[src/rtl/sobel_window_ctrl.sv]
`default_nettype none
// +-----------------------------------------------------------------------------+
// | sobel_window_ctrl: streams a frame through a 3x3 Sobel window (read/write)   |
// | Rev 1.0                                                                     |
// +-----------------------------------------------------------------------------+
module sobel_window_ctrl #(
  parameter int         IMG_W    = 8,
  parameter int         IMG_H    = 8,
  parameter logic [7:0] SRC_BASE = 8'h00,
  parameter logic [7:0] DST_BASE = 8'h80
) (
  input  logic       clk,
  input  logic       n_rst,
  input  logic       start,
  input  logic       read_data_done,
  input  logic [7:0] data_r_o,
  input  logic       write_done,
  output logic       start_read,
  output logic [7:0] addr_r_mc,
  output logic       start_write,
  output logic [7:0] addr_w_mc,
  output logic [7:0] data_w,
  output logic       active,
  output logic       frame_done
);

  localparam logic [4:0] C_LAST = 5'(IMG_W - 1);
  localparam logic [4:0] R_LAST = 5'(IMG_H - 3);

  typedef enum logic [2:0] {IDLE, READ, COMPUTE, WRITE, DONE} state_t;

  state_t     state_q;
  logic [4:0] r_q, c_q;
  logic [1:0] k_q;
  logic [7:0] col_q [2];
  logic [7:0] win_q [3][3];
  logic       start_read_q, start_write_q, active_q, frame_done_q;
  logic [7:0] addr_r_q, addr_w_q, data_w_q;

  logic signed [11:0] gx_d, gy_d;
  logic [10:0]        ax_d, ay_d, sum_d;
  logic [7:0]         mag_d;

  function automatic logic [7:0] src_addr(input logic [4:0] row, input logic [4:0] col);
    int t;
    t = int'(SRC_BASE) + int'(row) * IMG_W + int'(col);
    return t[7:0];
  endfunction

  function automatic logic [7:0] dst_addr(input logic [4:0] row, input logic [4:0] col);
    int t;
    t = int'(DST_BASE) + int'(row) * (IMG_W - 2) + int'(col) - 2;
    return t[7:0];
  endfunction

  function automatic logic signed [11:0] ext(input logic [7:0] v);
    return signed'({4'b0000, v});
  endfunction

  // Magnitude is bounded by 2040, so 11 bits hold |Gx|+|Gy| before saturation.
  always_comb begin
    gx_d  = (ext(win_q[0][2]) + (ext(win_q[1][2]) <<< 1) + ext(win_q[2][2]))
          - (ext(win_q[0][0]) + (ext(win_q[1][0]) <<< 1) + ext(win_q[2][0]));
    gy_d  = (ext(win_q[2][0]) + (ext(win_q[2][1]) <<< 1) + ext(win_q[2][2]))
          - (ext(win_q[0][0]) + (ext(win_q[0][1]) <<< 1) + ext(win_q[0][2]));
    ax_d  = gx_d[11] ? 11'(-gx_d) : 11'(gx_d);
    ay_d  = gy_d[11] ? 11'(-gy_d) : 11'(gy_d);
    sum_d = ax_d + ay_d;
    mag_d = (sum_d > 11'd255) ? 8'hFF : sum_d[7:0];
  end

  always_ff @(posedge clk or negedge n_rst) begin
    if (!n_rst) begin
      state_q       <= IDLE;
      r_q           <= '0;
      c_q           <= '0;
      k_q           <= '0;
      col_q[0]      <= '0;
      col_q[1]      <= '0;
      for (int i = 0; i < 3; i++)
        for (int j = 0; j < 3; j++)
          win_q[i][j] <= '0;
      start_read_q  <= 1'b0;
      start_write_q <= 1'b0;
      active_q      <= 1'b0;
      frame_done_q  <= 1'b0;
      addr_r_q      <= '0;
      addr_w_q      <= '0;
      data_w_q      <= '0;
    end else begin
      frame_done_q <= 1'b0;
      case (state_q)
        IDLE: begin
          if (start) begin
            r_q          <= '0;
            c_q          <= '0;
            k_q          <= '0;
            active_q     <= 1'b1;
            start_read_q <= 1'b1;
            addr_r_q     <= src_addr(5'd0, 5'd0);
            state_q      <= READ;
          end
        end
        READ: begin
          if (read_data_done) begin
            if (k_q != 2'd2) begin
              if (k_q == 2'd0) col_q[0] <= data_r_o;
              else             col_q[1] <= data_r_o;
              k_q      <= k_q + 2'd1;
              addr_r_q <= src_addr(r_q + 5'(k_q) + 5'd1, c_q);
            end else begin
              for (int i = 0; i < 3; i++) begin
                win_q[i][0] <= win_q[i][1];
                win_q[i][1] <= win_q[i][2];
              end
              win_q[0][2] <= col_q[0];
              win_q[1][2] <= col_q[1];
              win_q[2][2] <= data_r_o;
              k_q         <= '0;
              if (c_q < 5'd2) begin
                c_q      <= c_q + 5'd1;
                addr_r_q <= src_addr(r_q, c_q + 5'd1);
              end else begin
                start_read_q <= 1'b0;
                state_q      <= COMPUTE;
              end
            end
          end
        end
        COMPUTE: begin
          data_w_q      <= mag_d;
          addr_w_q      <= dst_addr(r_q, c_q);
          start_write_q <= 1'b1;
          state_q       <= WRITE;
        end
        WRITE: begin
          if (write_done) begin
            start_write_q <= 1'b0;
            if (c_q < C_LAST) begin
              c_q          <= c_q + 5'd1;
              start_read_q <= 1'b1;
              addr_r_q     <= src_addr(r_q, c_q + 5'd1);
              state_q      <= READ;
            end else if (r_q < R_LAST) begin
              r_q          <= r_q + 5'd1;
              c_q          <= '0;
              for (int i = 0; i < 3; i++)
                for (int j = 0; j < 3; j++)
                  win_q[i][j] <= '0;
              start_read_q <= 1'b1;
              addr_r_q     <= src_addr(r_q + 5'd1, 5'd0);
              state_q      <= READ;
            end else begin
              frame_done_q <= 1'b1;
              state_q      <= DONE;
            end
          end
        end
        DONE: begin
          active_q <= 1'b0;
          state_q  <= IDLE;
        end
        default: state_q <= IDLE;
      endcase
    end
  end

  assign start_read  = start_read_q;
  assign addr_r_mc   = addr_r_q;
  assign start_write = start_write_q;
  assign addr_w_mc   = addr_w_q;
  assign data_w      = data_w_q;
  assign active      = active_q;
  assign frame_done  = frame_done_q;

endmodule
`default_nettype wire
[config.mk]
export PLATFORM = sky130hd
export DESIGN_NAME = sobel_window_ctrl
export DESIGN_NICKNAME = d
export VERILOG_FILES = /design/src/rtl/sobel_window_ctrl.sv
export SDC_FILE = /design/constraint.sdc
export NUM_CORES = 1
export LEC_CHECK = 0
export ABC_AREA = 1
export CAP_MARGIN = 25
export CORE_ASPECT_RATIO = 0.5
export CORE_MARGIN = 5
export CORE_UTILIZATION = 63
export CTS_BUF_LIST = sky130_fd_sc_hd__clkbuf_16
export DETAILED_ROUTE_END_ITERATION = 16
export PLACE_DENSITY = 0.84
export SKIP_LAST_GASP = 1
export SLEW_MARGIN = 5
export SYNTH_ARGS = -nofsm -noshare
export SYNTH_HDL_FRONTEND = slang
export SYNTH_SLANG_ARGS = --single-unit
[constraint.sdc]
create_clock -name clk -period 7.27 [get_ports clk]
set_input_delay 1.454 -clock clk [delete_from_list [all_inputs] [get_ports clk]]
set_output_delay 1.454 -clock clk [all_outputs]
set_load 0.02 [all_outputs]
==> results of run 1 <==
[stage by stage]
stage | util | setup slack (ns) | cells
after floorplan | - | 2.22 | 1191
after global placement | 0.669 | 1.85 | 1430
after detailed placement | 0.669 | 1.69 | 1430
after CTS | 0.705 | 1.63 | 1462
after global routing | 0.707 | 1.20 | 1463
final | 0.707 | 1.60 | 1463
[placed cells by master (no fill, tap or decap), drive strengths merged]
cell	netlist	final
nand3	107	107
o21bai	1	1
a21o	2	2
a211oi	2	2
xor2	30	30
buf	21	5
o22ai	3	3
nand3b	5	5
or2	12	12
nand2	206	206
clkbuf	10	17
mux2i	1	1
bufinv	0	1
a21oi	40	40
o211ai	1	1
o21ai	128	128
nor4	1	1
o311ai	1	1
fa	68	68
ha	61	61
a32oi	2	2
a31oi	3	3
nor2	66	66
dfrtp	131	131
a32o	2	2
clkinv	2	8
nand4	16	16
nor3	6	6
inv	254	262
clkdlybuf4s50	0	39
xnor2	9	9
[metal layers]
metal  GRT usage  vias up  wire length, um
met3      0.0491       40             1040
li1            -     3822                -
met1       0.337     3876            10100
met2       0.435      196            11300
met4      0.0805        0              437
met5           0        -                0
[final timing paths]
| path | from | end | slack [ns] | depth (start not counted) |
|---|---|---|---|---|
| max reg2reg | win_q[0] | data_w[1] | 1.60 | 26 |
| min | addr_r_mc[0] | addr_r_mc[0] | 0.48 | 2 |
| min in group asynchronous | n_rst | addr_r_mc[6] | 0.98 | 1 |
| max in group asynchronous | n_rst | win_q[40] | 5.16 | 3 |
| max | win_q[0] | data_w[1] | 1.60 | 26 |
| min reg2reg | addr_r_mc[0] | addr_r_mc[0] | 0.48 | 2 |
[cell type report]
| type | instances | area (sq um) | area share |
|---|---|---|---|
| inverters | 256 | 966 | 0.0838 |
| well taps | 227 | 284 | 0.0246 |
| multi-input cells | 773 | 5950 | 0.516 |
| clock inverters | 15 | 165 | 0.0143 |
| flip-flops and latches | 131 | 3280 | 0.284 |
| clock buffers | 17 | 425 | 0.0369 |
| repair buffers | 44 | 457 | 0.0396 |
[cells by family (layout without fill, tap and decap cells)]
family,Yosys count,count (layout),synth area share
fa+ha+maj,129,129,0.203
simple gates,419,419,0.215
compound gates,185,185,0.118
xor+xnor,39,39,0.0327
flops,131,131,0.314
buf+inv,287,332,0.116
mux,1,1,0.000959
[worst max-delay path, cell delays in order, from the launching register on]
cell,delay [ns]
dfrtp_1,0.35
inv_1,0.10
fa_1,0.54
inv_1,0.06
fa_1,0.41
fa_1,0.49
ha_1,0.25
fa_1,0.43
nand2_1,0.11
nand2_1,0.10
nand4_1,0.08
nand2_1,0.14
a21oi_4,0.22
inv_1,0.14
nor2_1,0.13
xor2_1,0.15
inv_1,0.06
ha_1,0.36
a21oi_1,0.22
o21ai_1,0.10
a21oi_2,0.15
o21ai_1,0.09
or2_2,0.29
a21oi_2,0.32
nand4_1,0.14
nand2_1,0.08
inv_1,0.04
[sequential cells by signal (all words and copies together) (netlist names)]
signal       count
win_q           72
start_read       1
addr_r_mc        8
active           1
k_q              2
r_q              5
start_write      1
addr_w_mc        8
c_q              5
col_q           16
data_w           8
state_q          3
frame_done       1
==> flow_metrics.py, run 1 <==
metrics = {
    "cts": {
        "clockRootBuffer": "clkbuf_16",
        "cts-buffers-inserted": 17,
        "h-tree-depth": 4,
        "path_clk_slew_ns": 0.07,
        "clockBufferDepth": 2,
        "worstSkewPairLatency_ns": 0.44,
        "cts_hold_buffers": 0,
        "cts_resized": 0,
        "cts.sinks": 131,
        "postCtsSetupRepairBufs": 0,
        "cts_tree": "built",
    },
    "die": {
        "core_sq_um": 16300,
        "start_util": 0.640,
        "rows": 33,
        "dieArea_sq_um": 19400,
        "die_w_um": 192,
        "die_y_um": 101,
        "ios": 41,
    },
    "logic_synthesis": {
        "ys_seq_area_frac": 0.314,
        "syn_area_sq_um": 10400,
        "synth.yosys.warnings": 0,
        "ys_top_cells_by_count": "inv_1, nand2_1, dfrtp_1",
        "synthCells": 1191,
        "synth_top_area_frac": 0.314,
        "synth_most_common_cell": "inv_1",
        "synth_area_leader_cell": "dfrtp_1",
        "synth-edff-count": 0,
        "synth_nets": 1333,
        "synth_area_leaders": "dfrtp_1, fa_1, inv_1, ha_1, nand2_1",
        "avgSynthCellArea_sq_um": 8.77,
        "synth_flop_cell": "dfrtp_1",
        "async_flop_share": 1.00,
        "synth_seq_cells": 131,
        "synth.distinct_cells": 46,
    },
    "timing": {
        "setup_viol": 0,
        "fin_skew_ns": 0.0113,
        "slew-limit-headroom": 0.334,
        "max_freq_mhz": 176,
        "finalCritPeriodShare": 0.780,
        "worst_hold_slack_ns": 0.483,
        "drv_slew": 0,
        "rsz0062_at_grt": "no",
        "setup-tns-final_ns": 0,
        "min_period_ns": 5.67,
        "worstMarginPinSlew_ns": 0.999,
        "hold_viol": 0,
    },
    "run_status": {
        "status": "finished clean",
    },
    "setup_path": {
        "crit_fanout": 8,
        "required_ns": 7.61,
        "startpoint_type": "register",
        "arrival_ns": 6.01,
        "crit_type": "register to register",
        "critPathCaptureType": "register",
    },
    "detailed_routing": {
        "drt-pass1-iter-count": 5,
        "drtAntennaViolNets": 0,
        "drt_iter0_drc": 537,
        "totalWireLength_mm": 22.9,
        "drc_errors": 0,
        "vias": 7934,
        "routedWlPerCell_um": 15.7,
        "vias_per_cell": 5.42,
    },
    "global_route": {
        "grt.overflow.total": 0,
        "grt_pass1_vias": 8264,
        "grt_max_degree": 145,
        "track_usage": 0.256,
        "antenna_found_initial": 0,
        "grt_pass1_wl_mm": 39.7,
    },
    "layout": {
        "layout.nets": 1365,
        "design_area_sq_um": 11500,
        "syn_to_final_growth_pct": 10.4,
        "drive_above_1_share": 0.169,
        "nFillCells": 1197,
        "antenna_cells": 0,
    },
    "placed_design": {
        "portBuffers": 40,
        "post-dp-hpwl_mm": 16.8,
        "dpl_cell_area_sq_um": 10900,
        "routabilityCongestion": 0.895,
    },
    "worst_hold_path": {
        "hold_class": "register to register",
    },
    "job": {
        "maxCapViolCount": 0,
    },
}
Power of run 1 is not shown: default switching activity piles up to over one toggle a cycle in this logic, so the estimate is an artifact.
==> inputs of run 2 (changes only) <==
--- a/config.mk
+++ b/config.mk
@@ -9,10 +9,10 @@
 export CAP_MARGIN = 25
 export CORE_ASPECT_RATIO = 0.5
 export CORE_MARGIN = 5
-export CORE_UTILIZATION = 63
+export CORE_UTILIZATION = 57
 export CTS_BUF_LIST = sky130_fd_sc_hd__clkbuf_16
 export DETAILED_ROUTE_END_ITERATION = 16
-export PLACE_DENSITY = 0.84
+export PLACE_DENSITY = 0.8
 export SKIP_LAST_GASP = 1
 export SLEW_MARGIN = 5
 export SYNTH_ARGS = -nofsm -noshare
==> constraint.sdc (replaced) <==
create_clock -name clk -period 5 [get_ports clk]
set_input_delay 1 -clock clk [delete_from_list [all_inputs] [get_ports clk]]
set_output_delay 1 -clock clk [all_outputs]
set_load 0.02 [all_outputs]
==> run 2 against run 1 <==
Against the previous run:
- the flow now finishes with violations (setup timing)
- non-clock buffer count is 113 higher
- via count is 8.8% higher
- critical path depth is 2 lower
- critical path type unchanged
- cell count is 8.6% higher
- critical endpoint is now data_w[7]
==> flow_metrics.py, run 2 (synthesis gave the netlist of run 1 again) <==
metrics = {
    "run_status": {
        "status": "complete, but fails checks",
        "violations": "setup timing",
    },
    "global_route": {
        "antenna_found_initial": 0,
        "grt.overflow.total": 0,
        "grt_pass1_vias": 9225,
        "grt_max_degree": 96,
        "grt_pass1_wl_mm": 43.8,
        "track_usage": 0.251,
    },
    "placed_design": {
        "placedCellCount": 1528,
        "routabilityCongestion": 0.918,
        "post-dp-hpwl_mm": 17.8,
        "portBuffers": 40,
    },
    "timing": {
        "drv_slew": 0,
        "max_freq_mhz": 197,
        "fin_skew_ns": 0.0111,
        "setup_slack_ns": -0.0705,
        "slew-limit-headroom": 0.336,
        "setup_viol": 8,
        "worstMarginPinSlew_ns": 0.997,
        "rsz0062_at_grt": "yes",
        "hold_viol": 0,
        "finalCritPeriodShare": 1.01,
        "min_period_ns": 5.07,
    },
    "detailed_routing": {
        "vias_per_cell": 5.43,
        "drtAntennaViolNets": 0,
        "routedWlPerCell_um": 16.2,
        "vias": 8631,
        "drt_iter0_drc": 647,
        "totalWireLength_mm": 25.8,
        "drc_errors": 0,
        "drt-pass1-iter-count": 6,
    },
    "setup_path": {
        "cp_common_cell": "a21oi_4",
        "arrival_ns": 5.39,
        "startpoint_type": "register",
        "crit_slowest_cell": "fa_1",
        "r2r_cells": 24,
        "critPathCaptureType": "register",
        "critPathBufInv": 4,
        "critical_path.cell_chain": "buf_4, fa_1, fa_1, fa_2, fa_2, nand2_2, nand2_4, nand4_1, nand2_2, a21oi_4, inv_2, nor2_4, xor2_1, inv_1, ha_4, a21oi_4, o21ai_2, a21oi_2, o21ai_2, or2_4, a21oi_4, nand4_1, nand2_1, inv_1",
        "r2r_setup_slack_ns": -0.07,
        "required_ns": 5.32,
        "crit_type": "register to register",
        "slowest_delay_ns": 0.56,
        "reg2reg_to": "data_w[7]",
        "crit_fanout": 8,
        "crit_family": "adder cells",
        "r2r-start": "win_q[50]",
    },
    "layout": {
        "largest_reg_flops": 72,
        "syn_to_final_growth_pct": 21.8,
        "mostFrequentLayoutCell": "inv_1",
        "final_cells": 1589,
        "final_core_util": 0.699,
        "top_register": "win_q",
        "reg.largest.list": "win_q x72, col_q x16",
        "layout.nets": 1478,
        "drive_above_1_share": 0.287,
        "final_cell_mix": "inv_1, nand2_1, dfrtp_1, buf_4, o21ai_2",
        "antenna_cells": 0,
    },
    "cts": {
        "clockBufferDepth": 2,
        "cts_tree": "built",
        "h-tree-depth": 4,
        "clockRootBuffer": "clkbuf_16",
        "cts-buffers-inserted": 17,
        "cts.sinks": 131,
        "worstSkewPairLatency_ns": 0.43,
        "path_clk_slew_ns": 0.07,
    },
    "worst_hold_path": {
        "hold_class": "register to register",
        "min-delay-start": "addr_w_mc[2]",
        "worstHoldEndpoint": "addr_w_mc[2]",
        "hold-path-cell-count": 2,
    },
    "die": {
        "die_w_um": 201,
        "ios": 41,
        "die_y_um": 106,
        "start_util": 0.574,
        "core_sq_um": 18200,
        "dieArea_sq_um": 21300,
        "rows": 35,
    },
    "job": {
        "maxCapViolCount": 0,
    },
}
-- run 2: changes by cell type in the layout (fill, tap and decap cells not counted), sizes merged --
cell,before,now
clkinv,8,7
buf,5,118
clkinvlp,0,2
inv,262,261
-- run 2: worst max-delay path by stage --
stage	from	endpoint	slack (ns)	cells after the start
floorplan	win_q[23]	data_w[0]	0.02	26
global placement	win_q[0]	data_w[0]	-0.09	26
detailed placement	win_q[0]	data_w[7]	-0.38	26
CTS	win_q[7]	data_w[7]	-0.01	30
global route	win_q[2]	data_w[7]	-0.35	24
finish	win_q[50]	data_w[7]	-0.07	24
-- run 2: repair_timing --
item,in CTS,in global routing
endpoints found under the setup margin,8,8
pin swaps,40,41
gates cloned,0,0
hold buffers,0,0
resized for setup,36,38
setup buffers,15,13
-- run 2: final cells by class --
cell class	count	area, sq um
Clock buffer	17	425
Fill cell	1219	5460
Clock inverter	15	149
Timing Repair Buffer	157	1330
Multi-Input combinational cell	773	6260
Inverter	256	968
Tap cell	240	300
Sequential cell	131	3280
-- run 2: metal layers --
metal / GRT usage / part of all wire / vias up
li1: - / - / 4036
met1: 0.300 / 0.41 / 4236
met2: 0.446 / 0.51 / 277
met3: 0.0489 / 0.052 / 82
met4: 0.108 / 0.034 / 0
met5: 0 / 0 / -
-- run 2: tightest hold or removal path, cell delays in order, from the launching register on --
cell     delay [ns]
dfrtp_1        0.34
nand2_1        0.05
nand2_1        0.05
-- run 2: stage by stage --
stage	setup WS (ns)	hold slack, ns	TNS, ns	cell area, sq um
floorplan	0.0153	0.473	0	10500
global placement	-0.0919	0.460	-0.656	11600
detailed placement	-0.382	0.463	-2.80	11600
CTS	-0.0124	0.480	-0.0124	12400
global route	-0.346	0.512	-2.48	12700
finish	-0.0705	0.476	-0.368	12700
Power of run 2 is left out for the same reason.
==> inputs of run 3 (changes only) <==
--- a/config.mk
+++ b/config.mk
@@ -13,6 +13,7 @@
 export CTS_BUF_LIST = sky130_fd_sc_hd__clkbuf_16
 export DETAILED_ROUTE_END_ITERATION = 16
 export PLACE_DENSITY = 0.8
+export SETUP_SLACK_MARGIN = 0.5
 export SKIP_LAST_GASP = 1
 export SLEW_MARGIN = 5
 export SYNTH_ARGS = -nofsm -noshare
==> run 3 against run 2 <==
Against the previous run:
- the flow still finishes with violations (setup timing)
- sequential cell count is the same
- wire length shrank 6.0%
- clock skew grew 0.0013 ns
- register-to-register slack lost 0.05 ns
- sequential share of layout area grew 0.66 points
- worst hold slack gained 0.0081 ns
- largest cell class unchanged
==> flow_metrics.py, run 3 (synthesis gave the netlist of run 1 again) <==
metrics = {
    "die": {
        "die_w_um": 201,
        "core_sq_um": 18200,
        "ios": 41,
        "rows": 35,
        "start_util": 0.574,
        "die_y_um": 106,
        "dieArea_sq_um": 21300,
    },
    "layout": {
        "syn_to_final_growth_pct": 18.8,
        "largest_reg_flops": 72,
        "regArea_sq_um": 3280,
        "final_cell_mix": "inv_1, nand2_1, dfrtp_1, buf_4, o21ai_2",
        "antenna_cells": 0,
        "mostFrequentLayoutCell": "inv_1",
        "design_area_sq_um": 12400,
        "nFillCells": 1269,
        "layout.nets": 1432,
        "multi_input_area_sq_um": 6290,
        "top_register": "win_q",
        "drive_above_1_share": 0.268,
        "reg.largest.list": "win_q x72, col_q x16",
    },
    "setup_path": {
        "r2r_cells": 25,
        "startpoint_type": "register",
        "arrival_ns": 5.45,
        "critPathCaptureType": "register",
        "r2r-start": "win_q[2]",
        "crit_fanout": 8,
        "reg2reg_to": "data_w[2]",
        "required_ns": 5.33,
        "crit_type": "register to register",
        "r2r_setup_slack_ns": -0.12,
    },
    "timing": {
        "worstMarginPinSlew_ns": 1.00,
        "setup-tns-final_ns": -0.604,
        "slew-limit-headroom": 0.328,
        "drv_slew": 0,
        "hold_viol": 0,
        "max_freq_mhz": 195,
        "fin_skew_ns": 0.0124,
        "setup_slack_ns": -0.123,
        "rsz0062_at_grt": "yes",
        "finalCritPeriodShare": 1.02,
        "worst_hold_slack_ns": 0.484,
        "min_period_ns": 5.12,
        "setup_viol": 8,
    },
    "worst_hold_path": {
        "hold_class": "register to register",
        "worstHoldEndpoint": "addr_r_mc[4]",
        "min-delay-start": "addr_r_mc[4]",
        "hold-path-cell-count": 1,
    },
    "detailed_routing": {
        "drt_iter0_drc": 584,
        "drt-pass1-iter-count": 5,
        "drc_errors": 0,
        "drtAntennaViolNets": 0,
        "vias_per_cell": 5.39,
        "totalWireLength_mm": 24.2,
        "routedWlPerCell_um": 15.7,
        "vias": 8317,
    },
    "cts": {
        "clockRootBuffer": "clkbuf_16",
        "path_clk_slew_ns": 0.07,
        "cts_hold_buffers": 0,
        "h-tree-depth": 4,
        "cts_tree": "built",
        "cts-buffers-inserted": 17,
        "cts.sinks": 131,
        "clockBufferDepth": 2,
        "worstSkewPairLatency_ns": 0.43,
    },
    "placed_design": {
        "post-dp-hpwl_mm": 17.1,
        "dpl_cell_area_sq_um": 11300,
        "portBuffers": 40,
        "preCtsSetupSlack_ns": -0.179,
        "routabilityCongestion": 0.891,
    },
    "global_route": {
        "grt.overflow.total": 0,
        "antenna_found_initial": 0,
        "grt_pass1_wl_mm": 41.5,
        "track_usage": 0.237,
        "grt_pass1_vias": 8660,
        "grt_max_degree": 97,
    },
    "run_status": {
        "violations": "setup timing",
        "status": "complete, but fails checks",
    },
    "job": {
        "maxCapViolCount": 0,
    },
}
==> run 3: layout make-up <==
type | instances | share of cell area
Multi-Input combinational cell | 773 | 0.508
Tap cell | 240 | 0.0242
Clock buffer | 17 | 0.0343
Clock inverter | 15 | 0.0135
Inverter | 256 | 0.0781
Sequential cell | 131 | 0.265
Timing Repair Buffer | 111 | 0.0777
==> run 3: timing repair <==
item | CTS | global route
endpoints found under the hold margin | 0 | 0
setup endpoints to repair | 8 | 8
setup buffers | 23 | 11
resized for setup | 25 | 31
pin swaps | 56 | 33
==> run 3: worst max-delay path by stage <==
stage / start / to / slack [ns] / depth (start not counted)
global placement: win_q[51] / data_w[2] / -0.15 / 27
finish: win_q[2] / data_w[2] / -0.12 / 25
CTS: win_q[50] / data_w[2] / -0.02 / 24
detailed placement: win_q[0] / data_w[0] / -0.18 / 29
global route: win_q[16] / data_w[0] / -0.37 / 27
floorplan: win_q[0] / data_w[0] / 0.28 / 31
==> run 3: per-stage QoR <==
stage,utilization,std cells
2_1_floorplan,-,1191
3_3_place_gp,0.624,1477
3_5_place_dp,0.624,1477
4_1_cts,0.669,1532
5_1_grt,0.682,1543
6_report,0.682,1543
==> run 3: layer usage <==
metal	global-route usage	wire (um)	share of wire	up-vias
met3	0.0424	929	0.038	58
met4	0.0741	567	0.023	0
met1	0.302	10500	0.43	4056
met5	0	0	0	-
met2	0.417	12300	0.51	223
li1	-	-	-	3980
==> run 3: critical path, cell delays in order, from the launching register on <==
cell     delay, ns
dfrtp_1       0.40
buf_6         0.13
fa_1          0.45
fa_1          0.55
fa_2          0.47
fa_2          0.41
buf_4         0.14
inv_1         0.04
nand2_1       0.10
a21oi_2       0.26
nand3_1       0.13
nor2_2        0.13
nand3_1       0.09
nand2_1       0.09
xor2_1        0.15
inv_1         0.09
ha_4          0.30
nand2_1       0.05
nor2_1        0.12
nand3_1       0.10
nand4_1       0.14
xor2_1        0.12
a21oi_4       0.23
nand4_1       0.18
nand2_1       0.10
inv_1         0.04
Power of run 3 is left out for the same reason.
